File: src/rtl/circuit_bist.sv
// circuit_bist: LFSR stimulus generator and MISR response compactor for the circuit datapath
module circuit_bist #(
  parameter int W = 32,
  parameter int N_VEC = 100,
  parameter int WARMUP = 10,
  parameter int LAT = 1,
  parameter logic [W-1:0] POLY = W'(32'hA3000000)
) (
  input  logic         clk,
  input  logic         rst,
  input  logic         start,
  input  logic [W-1:0] seed,
  output logic         dut_en,
  output logic [W-1:0] dut_x,
  input  logic [W-1:0] dut_y,
  output logic         busy,
  output logic         done,
  output logic [W-1:0] signature,
  output logic [15:0]  vec_cnt
);
  localparam logic [2:0] S_IDLE  = 3'd0;
  localparam logic [2:0] S_WARM  = 3'd1;
  localparam logic [2:0] S_RUN   = 3'd2;
  localparam logic [2:0] S_DRAIN = 3'd3;
  localparam logic [2:0] S_DONE  = 3'd4;

  logic [2:0]     state, state_nx;
  logic [W-1:0]   lfsr, seed_eff, src, misr_nx;
  logic [LAT-1:0] pipe;
  logic [31:0]    cnt, issued;
  logic           accept, warm_last, run_end, drain_last, issue, cnt_inc;

  function automatic logic [W-1:0] step(input logic [W-1:0] v);
    return (v >> 1) ^ (v[0] ? POLY : '0);
  endfunction

  assign accept     = start && (state == S_IDLE || state == S_DONE);
  assign seed_eff   = (seed == '0) ? W'(1) : seed;
  assign src        = accept ? seed_eff : lfsr;
  assign warm_last  = state == S_WARM && cnt == 32'(WARMUP - 1);
  assign run_end    = state == S_RUN && issued >= 32'(N_VEC);
  assign drain_last = state == S_DRAIN && cnt == 32'(LAT - 1);
  assign issue      = (accept && WARMUP == 0) || warm_last || (state == S_RUN && issued < 32'(N_VEC));
  assign cnt_inc    = (state == S_WARM && !warm_last) || (state == S_DRAIN && !drain_last);
  assign misr_nx    = step(signature) ^ dut_y;

  // Next-state selection; a start in DONE behaves exactly like one in IDLE
  always_comb begin
    state_nx = accept ? (WARMUP == 0 ? S_RUN : S_WARM) :
               warm_last  ? S_RUN   :
               run_end    ? S_DRAIN :
               drain_last ? S_DONE  : state;
  end

  // Control state: FSM, phase counter, run bookkeeping and handshake flags
  always_ff @(posedge clk or negedge rst) begin
    if (!rst) begin
      state   <= S_IDLE;
      cnt     <= '0;
      issued  <= '0;
      vec_cnt <= '0;
      busy    <= 1'b0;
      done    <= 1'b0;
    end else begin
      state   <= state_nx;
      cnt     <= (accept || run_end) ? '0 : cnt_inc ? cnt + 32'd1 : cnt;
      issued  <= accept ? (issue ? 32'd1 : 32'd0) : issue ? issued + 32'd1 : issued;
      vec_cnt <= accept ? (issue ? 16'd1 : 16'd0) :
                 (issue && vec_cnt != 16'hFFFF) ? vec_cnt + 16'd1 : vec_cnt;
      busy    <= accept ? 1'b1 : drain_last ? 1'b0 : busy;
      done    <= accept ? 1'b0 : drain_last ? 1'b1 : done;
    end
  end

  // Stimulus side: the vector issued is the pre-advance LFSR value, so the first equals the seed
  always_ff @(posedge clk or negedge rst) begin
    if (!rst) begin
      lfsr   <= '0;
      dut_en <= 1'b0;
      dut_x  <= '0;
    end else begin
      lfsr   <= issue ? step(src) : accept ? seed_eff : lfsr;
      dut_en <= issue;
      dut_x  <= issue ? src : dut_x;
    end
  end

  // Response side: dut_en delayed by LAT marks the edge where dut_y belongs to an issued vector
  always_ff @(posedge clk or negedge rst) begin
    if (!rst) begin
      pipe      <= '0;
      signature <= '0;
    end else begin
      pipe      <= LAT'({pipe, dut_en});
      signature <= accept ? '0 : pipe[LAT-1] ? misr_nx : signature;
    end
  end
endmodule

File: config.mk
export PLATFORM = sky130hd
export DESIGN_NAME = circuit_bist
export DESIGN_NICKNAME = d
export VERILOG_FILES = /design/src/rtl/circuit_bist.sv
export SDC_FILE = /design/constraint.sdc
export NUM_CORES = 1
export LEC_CHECK = 0
export BUFFER_PORTS_ARGS = -buffer_cell sky130_fd_sc_hd__buf_2
export CAP_MARGIN = 20
export CORE_UTILIZATION = 51
export CTS_CLUSTER_DIAMETER = 200
export DETAILED_ROUTE_END_ITERATION = 7
export PLACE_DENSITY_LB_ADDON = 0.3
export REMOVE_ABC_BUFFERS = 1
export SYNTH_ARGS = -nofsm -noshare
export SYNTH_HDL_FRONTEND = slang
export SYNTH_SLANG_ARGS = --single-unit
File: constraint.sdc
create_clock -name clk -period 2.1 [get_ports clk]
set_input_delay 0.105 -clock clk [delete_from_list [all_inputs] [get_ports clk]]
set_output_delay 0.105 -clock clk [all_outputs]
set_load 0.1 [all_outputs]
Yosys cells after proc, flatten, opt, wreduce, memory -nomap -nowiden --
Index checks and enable logic that the tools add are counted.
Storage, ports and cells: output and inout bits 83, word-level logic and storage cells 71, register bits 183, bits of input ports 67
Operators by class: reductions and logical operators 23, muxes and demuxes 23, equal/unequal tests 6, magnitude comparators 2, bitwise gates (word level) 3, $add $sub $neg 3
Operator list (number):
- 32-bit two-way mux | 11
- 32-bit by 1-bit adder with 32-bit output, second input constant | 2
- 32-bit zero test | 2
- 31-bit by 32-bit XOR with 32-bit output | 2
- 32-bit by 4-bit equality test with 1-bit output, second input constant | 1
- 32-bit by 7-bit greater-or-equal comparator with 1-bit output, second input constant | 1
- 32-bit by 7-bit less-than comparator with 1-bit output, second input constant | 1
- 16-bit two-way mux | 2
- 32-bit XOR | 1
- 16-bit by 1-bit adder with 16-bit output, second input constant | 1
- 16-bit != test, second input constant | 1
- 3-bit two-way mux | 4
- 2-bit nonzero test | 5
- 1-bit logical AND | 8
- 3-bit by 2-bit equality test with 1-bit output, second input constant | 2
- 1-bit two-way mux | 6
- 1-bit logical OR | 4
- 4-bit nonzero test | 1
- 3-bit by 1-bit equality test with 1-bit output, second input constant | 1
- 3-bit equality test, second input constant | 1
- 3-bit zero test | 1
- 1-bit zero test | 2

Logic depth before layout (Yosys ltp) --
word-level depth 7, mapped depth 9, depth with buffers taken out 8

Least setup slack after synthesis --
No wires, ideal clock.
path type register -> register, start register vec_cnt[1], end register vec_cnt[6], slack -0.530 ns, clock period less this slack 2.630 ns, path buffers 1, cell stages (with the launch flop) 7, required time 2.022 ns, arrival time 2.552 ns, path through dfrtp_1 -> ha_1 -> and2_1 -> clkbuf_1 -> or4bb_1 -> or3_1 -> a21oi_1
Between the ends: longest elaborated chain between the ends 3, elaborated cells on any way between the ends 6
RTL lines:
- from (decl) | RTL line 19 | output logic [15:0] vec_cnt
- from (signal assigned) | RTL line 68 | vec_cnt <= accept ? (issue ? 16'd1 : 16'd0) :
- 16-bit by 1-bit adder with 16-bit output or 16-bit != test (tied branches) | RTL line 69 | (issue && vec_cnt != 16'hFFFF) ? vec_cnt + 16'd1 : vec_cnt;
- 16-bit two-way mux or 1-bit logical AND (tied branches) | RTL line 69
- 16-bit two-way mux or 2-bit nonzero test (tied branches)
Parallel ways exist; a longest one is shown, timed or not. The select of a mux whose other input is x is not followed. A chain may end at the register's enable or synchronous reset.

Worst setup path in the final report --
start register state[2], end register issued[31]
Between the ends: longest elaborated chain between the ends 4, elaborated cells on any way between the ends 11
RTL lines:
- from (decl) | RTL line 27 | logic [2:0] state, state_nx;
- from (signal assigned) | RTL line 65 | state <= state_nx;
- 3-bit equality test, or another cell as far along | RTL line 37 | assign accept = start && (state == S_IDLE || state == S_DONE);
- 1-bit logical OR, or another cell as far along | RTL line 37
- 1-bit logical AND or 1-bit logical OR (tied branches) | RTL line 37, 43
- 32-bit two-way mux or 2-bit nonzero test (tied branches)
- to (signal assigned) | RTL line 67 | issued <= accept ? (issue ? 32'd1 : 32'd0) : issue ? issued + 32'd1 : issued;
- to (decl) | RTL line 30 | logic [31:0] cnt, issued;
Parallel ways exist; a longest one is shown, timed or not.

==> reports/qor.csv <==
stage,metric,value,unit
clock_network,clkTransAtPathRegs,0.08,ns
cells_and_area,nFillCells,1036,
sta,finalMaxSlewViolations,0,
worst_setup_path,slowest_stage,or3_1,
sta,hold_viol,0,
clock_network,cts_made_buffers,17,
clock_network,cts_tree,done,
worst_setup_path,critPathLaunchType,flop,
clock_network,cts.sinks,183,
worst_setup_path,cp.required,2.44,ns
sta,clock_skew,0.0131,ns
global_route,grt_pass1_wl,39700,um
die,ios,150,
global_route,gr-usage-all-layers,27.8,%
sta,rsz0062_at_grt,yes,
placement,dp.final_hpwl,15300,um
logic_synthesis,synth_cells,888,
logic_synthesis,synthTopCellsByCount,"dfrtp_1, nor2_1, a21oi_1, mux2i_1, xnor2_1",
global_route,antenna_found_initial,0,
sta,tightest_slew,0.734,ns
logic_synthesis,syn_avg_cell_area,10.1,sq um
power,ir_worst_vdd,1.47,mV
global_route,grt-ovfl-total,0,
sta,final.setup.worst_slack,-0.686,ns
die,core-area,0.0173,sq mm
sta,relSlewSlack,50.6,%
worst_setup_path,path_class,reg -> reg,
die,initial_core_util,52.1,%
global_route,grt_max_degree,69,
cells_and_area,drive_above_1_share,37.1,%
sta,fmax,359,MHz
logic_synthesis,ys_seq_area_share,50.9,%
detailed_routing,detail_route.drc_violations,0,
detailed_routing,routed_wirelength,29100,um
power,p_leak,6.13,nW
logic_synthesis,ys_types,60,
worst_setup_path,cpPeakStageDelay,0.60,ns
detailed_routing,vias_per_cell,5.95,
logic_synthesis,ys.flop_type,dfrtp_1,
worst_setup_path,worstPathMaxFanout,6,
die,die_area,0.0182,sq mm
detailed_routing,drt-pass1-iter-count,8,
clock_network,h-tree-depth,4,
logic_synthesis,synth_largest_area_cell,dfrtp_1,
worst_setup_path,arrival,3.13,ns
sta,fin_crit_sh,133,%
run_status,status,finished with violations,
cells_and_area,utilization,75.6,%
logic_synthesis,async_flop_share,100,%
logic_synthesis,synth.most_common_cell,dfrtp_1,
logic_synthesis,synth_edf_count,0,
worst_setup_path,crit_path_end_kind,flop,
logic_synthesis,yosys.area.top_type_share,50.9,%
power,power.density,1540,mW/mm^2
clock_network,clkLatencyLatePin,0.44,ns
logic_synthesis,synth.ff_latch_count,183,
logic_synthesis,yosysWarnings,0,
placement,io_buffers,149,
sta,period_needed,2.79,ns
sta,timing.setup.tns,-35.91,ns
logic_synthesis,ys_top_cells_by_area,"dfrtp_1, mux2i_1, xnor2_1",
global_route,grt_pass1_vias,8028,
cells_and_area,num-nets-final,1287,
sta,finalSetupViolCount,119,
cells_and_area,antenna-diode-count,0,
die,die_w,135,um
run_status,failed_checks,setup timing,
cells_and_area,syn_to_final_growth,45.2,%
die,rows,48,
detailed_routing,drt-wirelength-per-cell,20.0,um
detailed_routing,num_vias,8645,
logic_synthesis,synth_area,0.00900,sq mm
detailed_routing,ant_nets,0,
die,die_h,135,um
clock_network,root_buffer,clkbuf_16,
placement,place_congestion,0.906,
clock_network,cts_buffer_depth,2,
sta,whs,0.0357,ns
power,totalPowerFinal,20.1,mW
worst_hold_path,hp-class,in -> reg,
detailed_routing,first_iter_violations,739,
job,maxCapViolations,0,
worst_setup_path,crit_chain,"or3_1, nor4_4, buf_4, o2111ai_4, or4_1, a21oi_1",
-- area by class of cell --
| cell class | instances | area [sq um] | share of cell area (%) |
|---|---|---|---|
| clock inverter | 14 | 183 | 1.40 |
| sequential | 183 | 4580 | 35.0 |
| clock buffer | 18 | 439 | 3.36 |
| inverter | 13 | 48.8 | 0.373 |
| timing repair buffer | 349 | 2900 | 22.2 |
| tap | 225 | 282 | 2.15 |
| multi-input combinational | 650 | 4640 | 35.5 |
-- power breakdown --
| group | total [mW] | switching [mW] | internal, mW |
|---|---|---|---|
| sequential | 5.47 | 0.837 | 4.63 |
| clock | 3.35 | 1.51 | 1.84 |
| combinational | 11.3 | 8.17 | 3.13 |
| total | 20.1 | 10.5 | 9.60 |
-- sequential cells by signal, summed over array words and instances (netlist names) --
register and flops:
cnt 32, signature 32, vec_cnt 16, busy 1, issued 32, done 1, dut_en 1, pipe 1
dut_x 32, state 3, lfsr 32
-- final timing paths --
kind                            cells past startpoint  slack [ns]       endpoint      from
worst max-delay path                                6       -0.69     issued[31]  state[2]
worst min-delay path                                3        0.04        lfsr[3]   seed[4]
worst max register to register                      6       -0.69     issued[31]  state[2]
worst min register to register                      0        0.38           pipe    dut_en
max in group asynchronous                           3        1.24  signature[22]       rst
min in group asynchronous                           2        0.17  signature[12]       rst
-- stage by stage --
stage / instances / setup slack, ns / area (sq um)
4_1_cts: 1426 / -0.243 / 12300
6_report: 1452 / -0.686 / 13100
3_5_place_dp: 1335 / -0.338 / 10900
2_1_floorplan: 843 / -3.22 / 8770
5_1_grt: 1452 / -0.638 / 13100
3_3_place_gp: 1335 / -0.239 / 10900
-- cell usage in the layout, fill, tap and decap left out, types with 6 or more instances in the layout --
cell type        n
a211oi_1        29
a21oi_1         41
a21oi_2         23
and2_1           6
and3_1          11
and4_1           6
buf_12          13
buf_2          148
buf_4          108
buf_6           30
clkbuf_16       26
dfrtp_1        181
dlygate4sd3_1   30
ha_1             6
inv_1           12
mux2i_1         62
nand2_1         45
nand2b_1         6
nand3_1         21
nand4_1         28
nor2_1         111
nor2_2          12
nor3_1          12
nor4_1          16
nor4_2          10
o211ai_1         6
o21a_1           6
o21ai_0         19
or3_1           16
xnor2_1         54
xor2_1          22
-- critical path: cells and delay by family (launching register included) --
family                 cells  cell delay [ns]
buffers and inverters      1             0.22
AND/OR/NAND/NOR            3             1.58
flip-flops                 1             0.47
AO/OA/AOI/OAI              2             0.41
-- what timing repair did --
item	CTS	global route
pin swaps	17	47
endpoints found under the hold margin	72	0
resized for setup	30	123
hold buffers	30	0
setup endpoints to repair	114	125
buffers inserted	22	18
gates cloned	8	10
-- cells by family after synthesis --
group,Yosys count,share of synthesized area (%)
mux,64,7.13
compound gates,152,10.5
fa+ha+maj,6,0.834
buf+inv,58,3.10
simple gates,348,20.1
flops,183,50.9
xor+xnor,77,7.49
-- routing by layer --
layer  vias up  share of wire, %  GRT usage, %  routed length, um
li1       3830                 -             -                  -
met4         0               4.7          11.7               1370
met5         -                 0             0                  0
met2       464                48          45.5              14100
met1      4225                39          36.1              11400
met3       126               7.7          5.59               2230
(Power assumes the default switching activity.)
